===== src/rtl/writeback_queue_if.sv =====
// rtl/writeback_queue_if.sv - result inputs and register file write port of the writeback queue
interface writeback_queue_if #(
  parameter int DATA_W = 32,
  parameter int REG_W  = 4
) ();
  logic              alu_valid;
  logic [REG_W-1:0]  alu_dReg;
  logic [DATA_W-1:0] alu_data;
  logic              alu_ready;
  logic              mem_valid;
  logic [REG_W-1:0]  mem_dReg;
  logic [DATA_W-1:0] mem_data;
  logic              mem_ready;
  logic              writeEnable;
  logic [REG_W-1:0]  dReg;
  logic [DATA_W-1:0] wrData;

  modport master (
    output alu_valid, alu_dReg, alu_data, input alu_ready,
    output mem_valid, mem_dReg, mem_data, input mem_ready,
    input  writeEnable, dReg, wrData
  );

  modport slave (
    input  alu_valid, alu_dReg, alu_data, output alu_ready,
    input  mem_valid, mem_dReg, mem_data, output mem_ready,
    output writeEnable, dReg, wrData
  );
endinterface


===== src/rtl/writeback_queue.sv =====
// rtl/writeback_queue.sv - in-order result queue feeding the register file write port
module writeback_queue #(
  parameter int DEPTH  = 4,
  parameter int DATA_W = 32,
  parameter int REG_W  = 4
) (
  input  logic                     clk,
  input  logic                     reset,
  writeback_queue_if.slave         bus,
  input  logic [REG_W-1:0]         operand1,
  input  logic [REG_W-1:0]         operand2,
  output logic                     hazard1,
  output logic                     hazard2,
  output logic                     wb_dropped,
  output logic [$clog2(DEPTH):0]   count
);
  localparam int PTR_W = $clog2(DEPTH);
  localparam int CNT_W = PTR_W + 1;

  logic [REG_W-1:0]  q_reg  [DEPTH];
  logic [DATA_W-1:0] q_data [DEPTH];
  logic [PTR_W-1:0]  head, tail, alu_slot;
  logic [CNT_W-1:0]  cnt, n_acc;
  logic              mem_acc, alu_acc, pop, head_prot;
  logic              we_q, drop_q;
  logic [REG_W-1:0]  dreg_q;
  logic [DATA_W-1:0] wdata_q;

  // Readiness looks only at registered occupancy; a same-cycle pop never frees a slot early.
  assign bus.mem_ready = cnt < CNT_W'(DEPTH);
  assign bus.alu_ready = cnt <= CNT_W'(DEPTH - 2);
  assign mem_acc       = bus.mem_valid & bus.mem_ready;
  assign alu_acc       = bus.alu_valid & bus.alu_ready;
  assign pop           = cnt != '0;
  assign head_prot     = (q_reg[head] == REG_W'(14)) || (q_reg[head] == REG_W'(15));
  assign alu_slot      = tail + PTR_W'(mem_acc);
  assign n_acc         = CNT_W'(mem_acc) + CNT_W'(alu_acc);

  assign bus.writeEnable = we_q;
  assign bus.dReg        = dreg_q;
  assign bus.wrData      = wdata_q;
  assign wb_dropped      = drop_q;
  assign count           = cnt;

  // Mem goes in first so it is older than a same-cycle ALU result.
  always_ff @(posedge clk) begin
    if (mem_acc) begin
      q_reg[tail]  <= bus.mem_dReg;
      q_data[tail] <= bus.mem_data;
    end
    if (alu_acc) begin
      q_reg[alu_slot]  <= bus.alu_dReg;
      q_data[alu_slot] <= bus.alu_data;
    end
  end

  always_ff @(posedge clk or posedge reset) begin
    if (reset) begin
      head    <= '0;
      tail    <= '0;
      cnt     <= '0;
      we_q    <= 1'b0;
      drop_q  <= 1'b0;
      dreg_q  <= '0;
      wdata_q <= '0;
    end else begin
      tail <= tail + PTR_W'(n_acc);
      head <= head + PTR_W'(pop);
      cnt  <= cnt + n_acc - CNT_W'(pop);
      if (pop) begin
        dreg_q  <= q_reg[head];
        wdata_q <= q_data[head];
        we_q    <= !head_prot;
        drop_q  <= head_prot;
      end else begin
        we_q   <= 1'b0;
        drop_q <= 1'b0;
      end
    end
  end

  always_comb begin
    logic [PTR_W-1:0] off;
    logic             live, prot;
    off     = '0;
    live    = 1'b0;
    prot    = 1'b0;
    hazard1 = we_q && (dreg_q == operand1);
    hazard2 = we_q && (dreg_q == operand2);
    for (int s = 0; s < DEPTH; s++) begin
      off  = PTR_W'(s) - head;
      live = {1'b0, off} < cnt;
      prot = (q_reg[s] == REG_W'(14)) || (q_reg[s] == REG_W'(15));
      if (live && !prot && (q_reg[s] == operand1)) hazard1 = 1'b1;
      if (live && !prot && (q_reg[s] == operand2)) hazard2 = 1'b1;
    end
  end
endmodule


===== src/flat_wrapper.sv =====
// flat-port wrapper written by rule: the top's interface ports become plain ports
module writeback_queue_flat 
#(
  parameter int DEPTH  = 4,
  parameter int DATA_W = 32,
  parameter int REG_W  = 4
)
  (clk, reset, operand1, operand2, hazard1, hazard2, wb_dropped, count, bus_alu_valid, bus_alu_dReg, bus_alu_data, bus_alu_ready, bus_mem_valid, bus_mem_dReg, bus_mem_data, bus_mem_ready, bus_writeEnable, bus_dReg, bus_wrData);
  writeback_queue_if #(.DATA_W(DATA_W), .REG_W(REG_W)) bus_i ();
  input  logic clk;
  input  logic reset;
  input  logic [REG_W-1:0] operand1;
  input  logic [REG_W-1:0] operand2;
  output logic hazard1;
  output logic hazard2;
  output logic wb_dropped;
  output logic [$clog2(DEPTH):0] count;
  input wire logic [$bits(bus_i.alu_valid)-1:0] bus_alu_valid;
  input wire logic [$bits(bus_i.alu_dReg)-1:0] bus_alu_dReg;
  input wire logic [$bits(bus_i.alu_data)-1:0] bus_alu_data;
  output wire logic [$bits(bus_i.alu_ready)-1:0] bus_alu_ready;
  input wire logic [$bits(bus_i.mem_valid)-1:0] bus_mem_valid;
  input wire logic [$bits(bus_i.mem_dReg)-1:0] bus_mem_dReg;
  input wire logic [$bits(bus_i.mem_data)-1:0] bus_mem_data;
  output wire logic [$bits(bus_i.mem_ready)-1:0] bus_mem_ready;
  output wire logic [$bits(bus_i.writeEnable)-1:0] bus_writeEnable;
  output wire logic [$bits(bus_i.dReg)-1:0] bus_dReg;
  output wire logic [$bits(bus_i.wrData)-1:0] bus_wrData;
  assign bus_i.alu_valid = bus_alu_valid;
  assign bus_i.alu_dReg = bus_alu_dReg;
  assign bus_i.alu_data = bus_alu_data;
  assign bus_alu_ready = bus_i.alu_ready;
  assign bus_i.mem_valid = bus_mem_valid;
  assign bus_i.mem_dReg = bus_mem_dReg;
  assign bus_i.mem_data = bus_mem_data;
  assign bus_mem_ready = bus_i.mem_ready;
  assign bus_writeEnable = bus_i.writeEnable;
  assign bus_dReg = bus_i.dReg;
  assign bus_wrData = bus_i.wrData;
  writeback_queue #(.DEPTH(DEPTH), .DATA_W(DATA_W), .REG_W(REG_W)) u_core (.clk(clk), .reset(reset), .bus(bus_i), .operand1(operand1), .operand2(operand2), .hazard1(hazard1), .hazard2(hazard2), .wb_dropped(wb_dropped), .count(count));
endmodule

===== config.mk =====
export PLATFORM = sky130hd
export DESIGN_NAME = writeback_queue_flat
export DESIGN_NICKNAME = d
export VERILOG_FILES = /design/src/rtl/writeback_queue_if.sv /design/src/rtl/writeback_queue.sv /design/src/flat_wrapper.sv
export SDC_FILE = /design/constraint.sdc
export NUM_CORES = 1
export LEC_CHECK = 0
export ABC_AREA = 1
export ABC_CLOCK_PERIOD_IN_PS = 8000
export CORE_ASPECT_RATIO = 0.75
export CORE_UTILIZATION = 40
export CTS_BUF_LIST = sky130_fd_sc_hd__clkbuf_2 sky130_fd_sc_hd__clkbuf_4 sky130_fd_sc_hd__clkbuf_8
export DETAILED_ROUTE_END_ITERATION = 8
export PLACE_DENSITY_LB_ADDON = 0.25
export SYNTH_ARGS = -nofsm -noshare
export SYNTH_HDL_FRONTEND = slang
export SYNTH_SLANG_ARGS = --single-unit

===== constraint.sdc =====
create_clock -name clk -period 8 [get_ports clk]
set_clock_uncertainty 0.15 [all_clocks]
set_input_delay 1.6 -clock clk [delete_from_list [all_inputs] [get_ports clk]]
set_output_delay 1.6 -clock clk [all_outputs]
set_load 0.01 [all_outputs]

==> run_results.csv, run 1 <==
group,metric,value,unit
final_layout,area_growth,18.33,%
min_path,hold_start,"u_core.bus.wrData[25]",
critical_path,worstPathArrival,3690,ps
routing,drc,0,
placement,postPlaceCellArea,11290,um2
synthesis,synth_edf_count,144,
timing,tns,0,ps
clock_network,clk_latency,470,ps
timing,relSlewSlack,22.35,%
power_and_ir_drop,ir_drop,0.1713,mV
floorplan,io_pins,129,
clock_network,cts_resized,0,
synthesis,yosys.area_share.simple,24.28,%
routing,drtIter0Drc,652,
global_routing,grt_pass1_vias,7315,
floorplan,initial_core_util,41.06,%
run,drv_cap,0,
synthesis,yosysUniqueCellTypes,32,
routing,finalWirelength,25400,um
critical_path,rrSetupSlack,3950,ps
synthesis,synthDominantCellAreaShare,43.60,%
routing,vias,7761,
synthesis,synth-async-reset-ratio,23.81,%
critical_path,criticalPathCategory,"flop to primary output",
placement,place.gp.congestion,0.9018,
routing,firstDrtPassIters,5,
synthesis,ys_ff_latch,189,
global_routing,antenna_found_initial,0,
placement,port_buffers,128,
global_routing,grt_max_degree,74,
synthesis,synth_xor_area_share,1.337,%
floorplan,core,24160,um2
floorplan,die_area,25440,um2
global_routing,grt_pass1_wl,40050,um
synthesis,synth_top_cell_by_area,"edfxtp_1",
min_path,hold_depth,2,
final_layout,nets,1301,
final_layout,diodes,0,
timing,finalMaxSlewViolations,0,
clock_network,root_buffer,"clkbuf_8",
min_path,whs_endpoint,"u_core.bus.wrData[25]",
power_and_ir_drop,pwr_density_cell,351.1,nW/um2
clock_network,postCtsHoldBufs,0,
run_status,status,"complete, no violations",
clock_network,clock-sinks,189,
clock_network,cts.path.max_buffers,2,
routing,viasPerCell,5.010,
clock_network,post-cts-setup-buffer-count,0,
clock_network,clk_pin_slew_worst_paths,100,ps
synthesis,synth.yosys.seq_area_share,54.95,%
power_and_ir_drop,power.leakage,5.067,nW
timing,hold_violations,0,
floorplan,num_rows,49,
clock_network,htree_levels,4,
final_layout,final_cell_area,11740,um2
min_path,worstHoldPathType,"flop to flop",
synthesis,synth_adder_area_share,1.590,%
synthesis,ys_top_cells_by_area,"edfxtp_1, nand2_1, dfrtp_1",
synthesis,synth_cells,1101,
routing,ant_nets,0,
floorplan,dieWidth,183.8,um
synthesis,syn_area_per_cell,9.008,um2
timing,worst_pin_slew,1162,ps
final_layout,largest_reg_flops,128,
synthesis,yosys_warnings,0,
timing,finalCritPeriodShare,68.05,%
global_routing,grt-ovfl-total,0,
clock_network,cts_tree,"done",
critical_path,reg2regPathDepth,8,
synthesis,syn_nets,1197,
final_layout,drive_above_1_share,9.031,%
timing,fmax,183.7,MHz
critical_path,r2r-end,"u_core.q_data[1][1]",
floorplan,die_y,138.4,um
critical_path,endpoint_kind,"primary output",
critical_path,critPathRequiredTime,6250,ps
synthesis,synth_top_family_by_area,"simple AND/OR/NAND/NOR gates",
critical_path,r2r-start,"u_core.count[2]",
timing,min_period,5444,ps
synthesis,synth_compound_area_share,10.45,%
timing,grt_setup_unrepaired,"no",
synthesis,muxShareOfSynthArea,0,%
timing,setup_viol,0,
critical_path,path_max_fanout,37,
global_routing,track_usage,20.50,%
synthesis,ys.flop_type,"edfxtp_1",
synthesis,syn_area,9918,um2
clock_network,cts_inserted_buffers,17,
placement,dp_hpwl,15970,um
routing,wl_per_cell,16.40,um
final_layout,fill_cells,2316,
critical_path,crit_path_start_kind,"flop",
where the power goes:
group / leakage (nW) / internal [mW] / switching, mW
combinational: 2.99 / 0.633 / 1.13
clock: 0.214 / 0.355 / 0.359
sequential: 1.86 / 1.47 / 0.169
total: 5.07 / 2.46 / 1.66
cell usage after synthesis (2+ instances only):
library cell    n
nand3_1        14
clkbuf_1        9
nand4_1        29
nand2_4         2
o21ai_1        90
nand3_4         2
buf_2          12
xnor2_1         6
dfrtp_1        45
o21ai_0         6
xor2_1          6
edfxtp_1      144
buf_6          28
nand2_1       506
nand3b_1        2
nor2_1         35
clkinv_1        2
o31ai_1         2
a22oi_1         6
o21ai_2        54
nor2_4          2
ha_1           11
inv_1          79
worst max path at each step:
stage,from,to,cells after the start
6_report,u_core.head[1],hazard1,13
5_1_grt,u_core.head[1],hazard1,14
4_1_cts,u_core.head[1],hazard1,13
3_5_place_dp,bus_mem_valid,u_core.q_data[1][19],8
3_3_place_gp,operand2[0],hazard2,10
2_1_floorplan,bus_mem_valid,u_core.q_data[2][0],2
cells by family (layout without fill, tap and decap cells):
kind of cell    after synthesis  count (layout)
compound gates              161             161
xor+xnor                     13              13
fa+ha+maj                    12              12
buf+inv                     131             248
flops                       189             189
simple gates                595             595
cell type report:
| class | instances | area, um2 | area share [%] |
|---|---|---|---|
| multi-input cells | 781 | 3790 | 32.29 |
| repair buffers | 135 | 1334 | 11.36 |
| well taps | 331 | 414.1 | 3.529 |
| inverters | 81 | 304.0 | 2.591 |
| clock inverters | 13 | 188.9 | 1.610 |
| clock buffers | 19 | 255.2 | 2.175 |
| flip-flops and latches | 189 | 5450 | 46.44 |
critical path, cell delays in order (launching register included):
cell and delay [ps]:
dfrtp_1 540, inv_1 150, nor2_4 890, nor2_1 150
inv_1 100, ha_1 220, nand2_1 60, nor2_1 50
nor2_1 230, nand3_1 110, nand2_1 80, nor2_1 40
nand2_1 60, clkdlybuf4s50_1 540
placed cells by master (no fill, tap or decap), drive strengths merged, types with 2 or more instances in the layout:
| cell | netlist | final |
|---|---|---|
| nand2 | 508 | 508 |
| o21ai | 150 | 150 |
| edfxtp | 144 | 144 |
| clkdlybuf4s50 | 0 | 128 |
| inv | 79 | 81 |
| dfrtp | 45 | 45 |
| nor2 | 38 | 38 |
| nand4 | 29 | 29 |
| clkbuf | 9 | 19 |
| nand3 | 16 | 16 |
| ha | 11 | 11 |
| buf | 41 | 7 |
| xnor2 | 7 | 7 |
| a22oi | 6 | 6 |
| xor2 | 6 | 6 |
| clkinv | 2 | 5 |
| clkinvlp | 0 | 4 |
| bufinv | 0 | 4 |
| o31ai | 2 | 2 |
| nand3b | 2 | 2 |
| a21oi | 2 | 2 |
through the flow:
step                      instances  power (mW)  hold WS (ps)  util [%]  setup slack [ps]
final                          1549       4.121         336.9     48.59              2556
after global routing           1549       4.411         357.8     48.59              2303
after CTS                      1549       4.158         343.9     48.59              2514
after detailed placement       1517       3.445         315.4     46.75              2838
after global placement         1517       3.409         313.2     46.75              2889
after floorplan                1101       2.797         323.4         -              2967
per-layer routing:
layer | GRT usage, % | part of all wire, %
met5 | 0 | 0
met4 | 5.219 | 1.3
met3 | 3.372 | 5.9
met2 | 31.74 | 45
met1 | 29.82 | 48
Power figures use the tool's default switching activity.
==> run 2, diff against run 1 <==
--- a/config.mk
+++ b/config.mk
@@ -6,7 +6,7 @@
 export NUM_CORES = 1
 export LEC_CHECK = 0
 export ABC_AREA = 1
-export ABC_CLOCK_PERIOD_IN_PS = 8000
+export ABC_CLOCK_PERIOD_IN_PS = 4400
 export CORE_ASPECT_RATIO = 0.75
 export CORE_UTILIZATION = 40
 export CTS_BUF_LIST = sky130_fd_sc_hd__clkbuf_2 sky130_fd_sc_hd__clkbuf_4 sky130_fd_sc_hd__clkbuf_8
==> constraint.sdc (replaced) <==
create_clock -name clk -period 4.4 [get_ports clk]
set_clock_uncertainty 0.15 [all_clocks]
set_input_delay 0.88 -clock clk [delete_from_list [all_inputs] [get_ports clk]]
set_output_delay 0.88 -clock clk [all_outputs]
set_load 0.01 [all_outputs]
==> run_results.csv, run 2 (synthesis results as in run 1) <==
group,metric,value,unit
run_status,status,"complete, no violations",
clock_network,cts_resized,0,
critical_path,critPathRequiredTime,3370,ps
clock_network,htree_levels,4,
timing,finalCritPeriodShare,89.34,%
power_and_ir_drop,power_frac_comb,44.4,%
critical_path,worst-path-buf-inv,3,
power_and_ir_drop,power.leakage,5.090,nW
critical_path,criticalPathCategory,"flop to primary output",
final_layout,post-route-util,48.68,%
placement,postPlaceCellArea,11380,um2
critical_path,crit_family,"simple AND/OR/NAND/NOR gates",
critical_path,max_stage_delay,530,ps
timing,hold_violations,0,
placement,place.gp.congestion,0.9020,
floorplan,initial_core_util,41.06,%
routing,vias,7852,
floorplan,io_pins,129,
final_layout,layout_common_cells,"nand2_1, edfxtp_1, clkdlybuf4s50_1",
timing,finalMaxSlewViolations,0,
timing,setup_viol,0,
placement,dp_hpwl,16430,um
floorplan,die_y,138.4,um
final_layout,final_common_cell,"nand2_1",
final_layout,nets,1310,
final_layout,fill_cells,2336,
global_routing,grt_max_degree,73,
floorplan,dieWidth,183.8,um
placement,port_buffers,128,
critical_path,path_max_fanout,7,
critical_path,cp_slowest_cell,"clkdlybuf4s50_1",
critical_path,crit_path_start_kind,"flop",
final_layout,area.sequential,5450,um2
power_and_ir_drop,p_int,4.364,mW
min_path,worstHoldPathType,"flop to flop",
timing,fmax,254.4,MHz
critical_path,rrSetupSlack,1140,ps
power_and_ir_drop,pwr_density_cell,628.7,nW/um2
clock_network,clk_latency,460,ps
clock_network,clk_pin_slew_worst_paths,90,ps
routing,firstDrtPassIters,5,
final_layout,final_cell_area,11760,um2
timing,worst_pin_slew,982.6,ps
clock_network,cts_inserted_buffers,17,
timing,relSlewSlack,34.24,%
timing,tns,0,ps
power_and_ir_drop,pwr-share-seq,40.4,%
final_layout,largest_reg_flops,128,
floorplan,num_rows,49,
final_layout,drive_above_1_share,9.698,%
final_layout,multi_input_area,3790,um2
clock_network,post-cts-setup-buffer-count,0,
routing,drtIter0Drc,729,
clock_network,postCtsHoldBufs,0,
clock_network,cts_tree,"done",
routing,wl_per_cell,16.66,um
floorplan,die_area,25440,um2
run,drv_cap,0,
timing,grt_setup_unrepaired,"no",
routing,ant_nets,0,
global_routing,antenna_found_initial,0,
critical_path,cp_cell_sequence,"inv_1 -> nor2_4 -> nor2_1 -> inv_1 -> ha_1 -> nand2_1 -> nor2_1 -> nor2_1 -> nand3_1 -> nand2_1 -> nor2_1 -> nand2_1 -> clkdlybuf4s50_1",
routing,drc,0,
critical_path,endpoint_kind,"primary output",
global_routing,track_usage,20.89,%
power_and_ir_drop,ir_drop,0.3197,mV
floorplan,core,24160,um2
final_layout,diodes,0,
clock_network,clock-sinks,189,
clock_network,root_buffer,"clkbuf_8",
routing,finalWirelength,25950,um
global_routing,grt-ovfl-total,0,
global_routing,grt_pass1_vias,7324,
power_and_ir_drop,p_sw_share,40.97,%
global_routing,grt_pass1_wl,40650,um
power_and_ir_drop,power.net_switching,3.029,mW
critical_path,cp_common_cell,"nor2_1",
critical_path,worstPathArrival,2900,ps
timing,min_period,3931,ps
routing,viasPerCell,5.040,
clock_network,cts.path.max_buffers,2,
final_layout,area_growth,18.56,%
power_and_ir_drop,p_clk_share,15.2,%
## run 2: final timing paths
check / endpoint / from / cells after the start
setup / recovery: hazard1 / u_core.head[0] / 13
hold / removal: u_core.bus.wrData[28] / u_core.bus.wrData[28] / 2
setup reg to reg: u_core.q_data[2][12] / u_core.count[2] / 9
hold reg to reg: u_core.bus.wrData[28] / u_core.bus.wrData[28] / 2
max in group asynchronous: u_core.bus.wrData[0] / reset / 3
min in group asynchronous: u_core.bus.dReg[0] / reset / 2
## run 2: cell type report
class | instances | share of cell area (%)
clock inverters | 9 | 0.7555
repair buffers | 144 | 12.13
flip-flops and latches | 189 | 46.35
clock buffers | 23 | 2.426
multi-input cells | 781 | 32.23
inverters | 81 | 2.586
well taps | 331 | 3.522
## run 2: power by group through the flow
stage | combinational, mW | sequential [mW] | clock (mW)
5_1_grt | 3.65 | 3.06 | 1.21
3_5_place_dp | 3.31 | 3.03 | 0
6_report | 3.28 | 2.99 | 1.12
2_1_floorplan | 2.02 | 3.07 | 0
4_1_cts | 3.31 | 2.99 | 1.14
3_3_place_gp | 3.26 | 3.03 | 0
## run 2: per-stage QoR
stage	hold slack [ps]	power [mW]	setup WS [ps]	instances
6_report	330.2	7.393	469.0	1558
5_1_grt	346.5	7.918	244.5	1558
4_1_cts	339.7	7.451	481.7	1558
3_5_place_dp	314.3	6.334	716.9	1526
3_3_place_gp	313.3	6.290	725.1	1526
2_1_floorplan	323.4	5.086	87.46	1101
## run 2: worst reg2reg max path: stages, from the launching register on
cell and delay, ps:
dfrtp_1 500, clkinv_1 310, nand2_1 310, inv_1 130, ha_1 260, xnor2_4 280
nor2_1 110, nand2_4 290, buf_4 530, o21ai_1 120
## run 2: routing by layer
layer,vias to the layer above,track usage (%),share of wire [%]
li1,3852,-,-
met1,3660,30.31,47
met2,312,32.08,45
met3,28,4.083,7.4
met4,0,5.000,1.2
met5,-,0,0
==> run 3, diff against run 2 <==
--- a/config.mk
+++ b/config.mk
@@ -5,7 +5,6 @@
 export SDC_FILE = /design/constraint.sdc
 export NUM_CORES = 1
 export LEC_CHECK = 0
-export ABC_AREA = 1
 export ABC_CLOCK_PERIOD_IN_PS = 4400
 export CORE_ASPECT_RATIO = 0.75
 export CORE_UTILIZATION = 40
==> run_results.csv, run 3 <==
group,metric,value,unit
routing,drtIter0Drc,441,
synthesis,synth.yosys.seq_area_share,57.09,%
routing,finalWirelength,22070,um
placement,dp_hpwl,13900,um
critical_path,r2r-start,"u_core.count[2]",
routing,firstDrtPassIters,5,
critical_path,cp_cell_sequence,"clkdlybuf4s50_1 -> inv_1 -> a222oi_1 -> or4b_2 -> nand4_1 -> clkdlybuf4s50_1",
timing,timing.hold.ws,362.5,ps
global_routing,antenna_found_initial,4,
min_path,hold_start,"u_core.bus.wrData[28]",
synthesis,syn_area_per_cell,16.99,um2
timing,hold_violations,0,
critical_path,max_stage_delay,620,ps
synthesis,yosysMostFrequentCell,"mux2_2",
critical_path,critPathRequiredTime,3370,ps
critical_path,criticalPathCategory,"input port to primary output",
timing,setup_viol,0,
placement,dp_slack,301.1,ps
critical_path,r2r-end,"u_core.q_data[2][3]",
critical_path,worstPathArrival,3070,ps
final_layout,diodes,0,
synthesis,syn_area,9547,um2
min_path,worstHoldPathType,"flop to flop",
placement,place.gp.congestion,0.9328,
routing,vias,5456,
placement,port_buffers,128,
synthesis,synth_top_cell_by_area,"edfxtp_1",
clock_network,cts.path.max_buffers,2,
critical_path,cp_common_cell,"clkdlybuf4s50_1",
final_layout,final_common_cell,"mux2_2",
floorplan,core,23180,um2
critical_path,crit_path_start_kind,"input port",
timing,fmax,244.0,MHz
clock_network,clock-sinks,189,
timing,finalCritPeriodShare,93.13,%
min_path,hold_depth,1,
global_routing,grt_max_degree,39,
power_and_ir_drop,pwr_density_cell,622.7,nW/um2
power_and_ir_drop,power_frac_comb,42.3,%
critical_path,rrSetupSlack,1300,ps
routing,wl_per_cell,22.02,um
clock_network,htree_levels,4,
critical_path,reg2regPathDepth,6,
clock_network,clk_pin_slew_worst_paths,100,ps
timing,grt_setup_unrepaired,"no",
power_and_ir_drop,pwr-share-seq,41.3,%
final_layout,nets,785,
final_layout,drive_above_1_share,39.32,%
timing,worst_pin_slew,1150,ps
synthesis,synth_common_cells,"mux2_2, edfxtp_1, dfrtp_1, xor2_1, mux4_2",
power_and_ir_drop,p_clk_share,16.4,%
critical_path,crit_family,"buffers and inverters",
synthesis,synth_cells,562,
run,drv_cap,0,
timing,finalMaxSlewViolations,0,
power_and_ir_drop,p_sw_share,32.97,%
placement,postPlaceCellArea,11170,um2
floorplan,num_rows,48,
global_routing,grt_pass1_wl,33680,um
power_and_ir_drop,power.net_switching,2.376,mW
timing,min_period,4098,ps
critical_path,worst-path-buf-inv,3,
global_routing,grt_pass1_vias,5909,
routing,ant_nets,0,
synthesis,synth-async-reset-ratio,23.81,%
routing,drc,0,
floorplan,die_y,135.8,um
routing,viasPerCell,5.445,
clock_network,cts_resized,0,
timing,tns,0,ps
global_routing,track_usage,18.53,%
power_and_ir_drop,power.leakage,4.192,nW
synthesis,ys.flop_type,"edfxtp_1",
synthesis,yosys_warnings,0,
min_path,whs_endpoint,"u_core.bus.wrData[28]",
final_layout,layout_common_cells,"mux2_2, edfxtp_1, clkdlybuf4s50_1",
synthesis,ys_ff_latch,189,
clock_network,clk_latency,450,ps
critical_path,cp_slowest_cell,"clkdlybuf4s50_1",
synthesis,ys_top_cells_by_area,"edfxtp_1, mux2_2, dfrtp_1",
global_routing,grt-ovfl-total,0,
power_and_ir_drop,ir_drop,0.2496,mV
synthesis,syn_nets,658,
clock_network,root_buffer,"clkbuf_8",
critical_path,path_max_fanout,5,
final_layout,final_cell_area,11570,um2
timing,relSlewSlack,23.05,%
timing,finalWorstSetupSlack,302.3,ps
final_layout,area_growth,21.25,%
clock_network,cts_tree,"done",
floorplan,dieWidth,180.4,um
floorplan,die_area,24490,um2
floorplan,io_pins,129,
floorplan,initial_core_util,41.18,%
run_status,status,"complete, no violations",
clock_network,cts_inserted_buffers,17,
synthesis,synth_edf_count,144,
power_and_ir_drop,p_int,4.831,mW
clock_network,post-cts-setup-buffer-count,0,
final_layout,largest_reg_flops,128,
synthesis,synthDominantCellAreaShare,45.29,%
synthesis,yosysUniqueCellTypes,37,
clock_network,postCtsHoldBufs,0,
critical_path,endpoint_kind,"primary output",
-- run 3: cell count changes after synthesis, moves of 36 or more --
cell | previous run | this run
o21ai_1 | 90 | 0
o21ai_2 | 54 | 0
mux4_2 | 0 | 36
inv_1 | 79 | 17
mux2_2 | 0 | 151
nand2_1 | 506 | 2
-- run 3: kinds of logic (layout without fill, tap and decap cells) --
| kind of cell | count (synthesis) | count (layout) | share of synthesized area (%) |
|---|---|---|---|
| compound gates | 18 | 18 | 1.284 |
| xor+xnor | 45 | 45 | 4.128 |
| fa+ha+maj | 12 | 12 | 1.651 |
| buf+inv | 52 | 192 | 3.080 |
| flops | 189 | 189 | 57.09 |
| mux | 216 | 216 | 30.87 |
| simple gates | 30 | 30 | 1.900 |
-- run 3: area by class of cell --
class / count / area, um2
Fill cell: 1949 / 11610
Sequential cell: 189 / 5455
Multi-Input combinational cell: 321 / 3855
Timing Repair Buffer: 143 / 1419
Tap cell: 300 / 375.4
Clock buffer: 20 / 269.0
Clock inverter: 12 / 137.6
Inverter: 17 / 63.81
-- run 3: stage by stage --
stage	power, mW	utilization, %	instances
4_1_cts	7.299	49.93	1002
3_3_place_gp	6.036	48.18	970
3_5_place_dp	6.120	48.18	970
6_report	7.207	49.93	1002
2_1_floorplan	4.946	-	562
5_1_grt	7.598	49.93	1002
-- run 3: worst max path at each step --
stage	slack, ps	cells past startpoint	from	endpoint
6_report	300	6	operand2[2]	hazard2
2_1_floorplan	6	3	bus_mem_valid	u_core.q_data[1][0]
3_3_place_gp	350	6	operand2[2]	hazard2
4_1_cts	300	6	operand2[2]	hazard2
3_5_place_dp	300	6	operand2[2]	hazard2
5_1_grt	200	6	operand2[2]	hazard2
-- run 3: layer usage --
metal | share of wire [%] | wire length, um | track usage (%)
met5 | 0.17 | 38 | 0
met4 | 0.50 | 110 | 3.704
met3 | 6.9 | 1520 | 5.215
met2 | 49 | 10910 | 32.13
met1 | 43 | 9494 | 23.28
-- run 3: power by group through the flow --
stage                     combinational [mW]  sequential (mW)  clock, mW
after floorplan                         1.93             3.02          0
after global placement                  3.04             2.99          0
after detailed placement                3.10             3.02          0
after CTS                               3.11             2.98       1.20
after global routing                    3.29             3.04       1.27
final                                   3.05             2.98       1.18
==> RTL change: new RTL, settings of run 3 <==
`DATA_W` is set to 32 in 3 places; all go to 40.
--- a/src/rtl/writeback_queue_if.sv
+++ b/src/rtl/writeback_queue_if.sv
@@ -1,6 +1,6 @@
 // rtl/writeback_queue_if.sv - result inputs and register file write port of the writeback queue
 interface writeback_queue_if #(
-  parameter int DATA_W = 32,
+  parameter int DATA_W = 40,
   parameter int REG_W  = 4
 ) ();
   logic              alu_valid;
--- a/src/rtl/writeback_queue.sv
+++ b/src/rtl/writeback_queue.sv
@@ -1,7 +1,7 @@
 // rtl/writeback_queue.sv - in-order result queue feeding the register file write port
 module writeback_queue #(
   parameter int DEPTH  = 4,
-  parameter int DATA_W = 32,
+  parameter int DATA_W = 40,
   parameter int REG_W  = 4
 ) (
   input  logic                     clk,
--- a/src/flat_wrapper.sv
+++ b/src/flat_wrapper.sv
@@ -2,7 +2,7 @@
 module writeback_queue_flat 
 #(
   parameter int DEPTH  = 4,
-  parameter int DATA_W = 32,
+  parameter int DATA_W = 40,
   parameter int REG_W  = 4
 )
   (clk, reset, operand1, operand2, hazard1, hazard2, wb_dropped, count, bus_alu_valid, bus_alu_dReg, bus_alu_data, bus_alu_ready, bus_mem_valid, bus_mem_dReg, bus_mem_data, bus_mem_ready, bus_writeEnable, bus_dReg, bus_wrData);
Interface: changed (resized bus_alu_data, bus_mem_data and bus_wrData); port bits go from 129 to 153. The function was not compared with the original's and may differ.
==> RTL change against run 3 <==
Utilization increased by 0.90 points; sequential share of layout area fell by 1.1 points; synthesized area up 21%; critical endpoint unchanged; worst setup slack improved by 0.32 ns; via count up 19%; die area rose by 21%; combinational power increased by 23%; wire length grew 23%; largest cell class unchanged; sequential cell count is 40 higher; total power increased by 28%; highest routed layer unchanged; cell area rose by 24%; largest power group unchanged.
==> RTL change: results (changes against run 3) <==
status=complete, no violations; initial antenna violation count=4 (unchanged); wire per inst=21.85 um (-0.80%); pre-CTS setup slack=0.5799 ns (+0.2788 ns); largest net degree at the start of global routing=47 (+21%); root buffer cell=clkbuf_8; share of cells above drive strength 1=42.17% (+2.9 points); grt met3 use=4.816% (-0.40 points); worst-case clock buffer depth=3 (+1); Clk Latency, worst-skew pair=0.52 ns (+0.07 ns); slowest cell delay on critical path=0.59 ns (-0.03 ns); Warnings, synthesis=0 (unchanged); Post-CTS Setup Inserts=0 (unchanged); Min Clock Period, post-route=3.782 ns (-0.3154 ns); Peak supply drop=273.9 uV (+9.8%); hpwl dp=17250 um (+24%); Met1 Wirelength=12380 um (+30%); # H-tree levels=2 (-2); Post-synth top cells=edfxtp_1 (176), mux2_2 (142), mux2_4 (78); DP Cell Count=1172 (+21%); CTS Buf Count=39 (+22); I/O Buffers=152 (+19%); sequential area share after synthesis=57.14% (about the same); 1st-pass router iterations=4 (-1); Placed Area=13580 um^2 (+22%); GP Congestion=0.8671 (-7.0%); vias in the first global route=6982 (+18%); delay-heaviest family, CP=buffers and inverters; Overall Global Routing Usage=18.68% (+0.15 points); WL met2=12570 um (+15%); worst slew pin tran=0.9881 ns (-0.1618 ns); routed vias=6474 (+19%); CP Launch Type=primary input; Yosys cell types=37 (unchanged); Most used DFF post-synth=edfxtp_1; asr flop ratio synth=23.14% (-0.67 points); GR Util met1=24.88% (+1.6 points); M2 GR Usage=29.98% (-2.1 points); Cells after Synth=658 (+17%); leakage=5.375 nW (+28%); first-pass GRT wire length=40850 um (+21%); Final ANT Viol Nets=0 (unchanged); Worst-path clk slew=0.05 ns (-0.05 ns); worst path arrival time=2.75 ns (-0.32 ns); DRT iter0 DRCs=286 (-35%); Final #Nets=940 (+20%); Non-Filler Instances=1243 (+24%); Mapped Nets=770 (+17%); Post-synth EDFFs=176 (+22%); DR WL met3=1619 um (+6.5%); post-CTS resize count=0 (unchanged); R2R depth=6 (unchanged); max reg flops=160 (+25%); hold crit path type=flip-flop to flip-flop; top area cells in the synthesized netlist=edfxtp_1 (46%), mux2_2 (14%), dfrtp_1 (11%), mux2_4 (10%), mux4_2 (8.6%)
-- RTL change: cell count changes in the layout (fill, tap and decap cells not counted), sizes merged, moves of 3 or more --
cell	delta
xnor2	+17
clkdlybuf4s50	+24
mux4	+8
xor2	-14
dfrtp	+8
nor4	-4
clkbuf	+41
nor2	+4
mux2	+40
buf	+3
inv	-6
edfxtp	+32
nor3	+3
-- RTL change: final cells by class --
type                    instances  area, um^2
inverters                      13       48.80
repair buffers                170        1707
flip-flops and latches        229        6616
well taps                     385       481.7
fillers                      2351       13890
clock buffers                  61       739.5
clock inverters                 8       37.54
multi-input cells             375        4725
diodes                          2       5.005
-- RTL change: cells by family after synthesis --
group / after synthesis / share of synthesized area (%)
AO/OA/AOI/OAI: 14 / 0.8328
XOR/XNOR: 48 / 3.634
adder cells (fa/ha/maj): 12 / 1.363
buffers and inverters: 54 / 2.585
flip-flops: 229 / 57.14
multiplexers: 264 / 32.51
AND/OR/NAND/NOR: 37 / 1.936
-- RTL change: power breakdown --
part           internal [mW]  switching (mW)  total [mW]  leakage [nW]
clock                   1.06           0.835        1.90         0.415
sequential              3.22           0.345        3.56          2.23
combinational           2.00            1.75        3.75          2.73
-- RTL change: final timing paths --
path | startpoint | to | slack (ns)
worst max-delay path | operand2[3] | hazard2 | 0.62
worst min-delay path | u_core.bus.wrData[24] | u_core.bus.wrData[24] | 0.35
worst max register to register | u_core.count[2] | u_core.q_data[2][18] | 1.38
worst min register to register | u_core.bus.wrData[24] | u_core.bus.wrData[24] | 0.35
max in group asynchronous | reset | u_core.head[0] | 2.70
min in group asynchronous | reset | u_core.bus.wrData[29] | 0.63
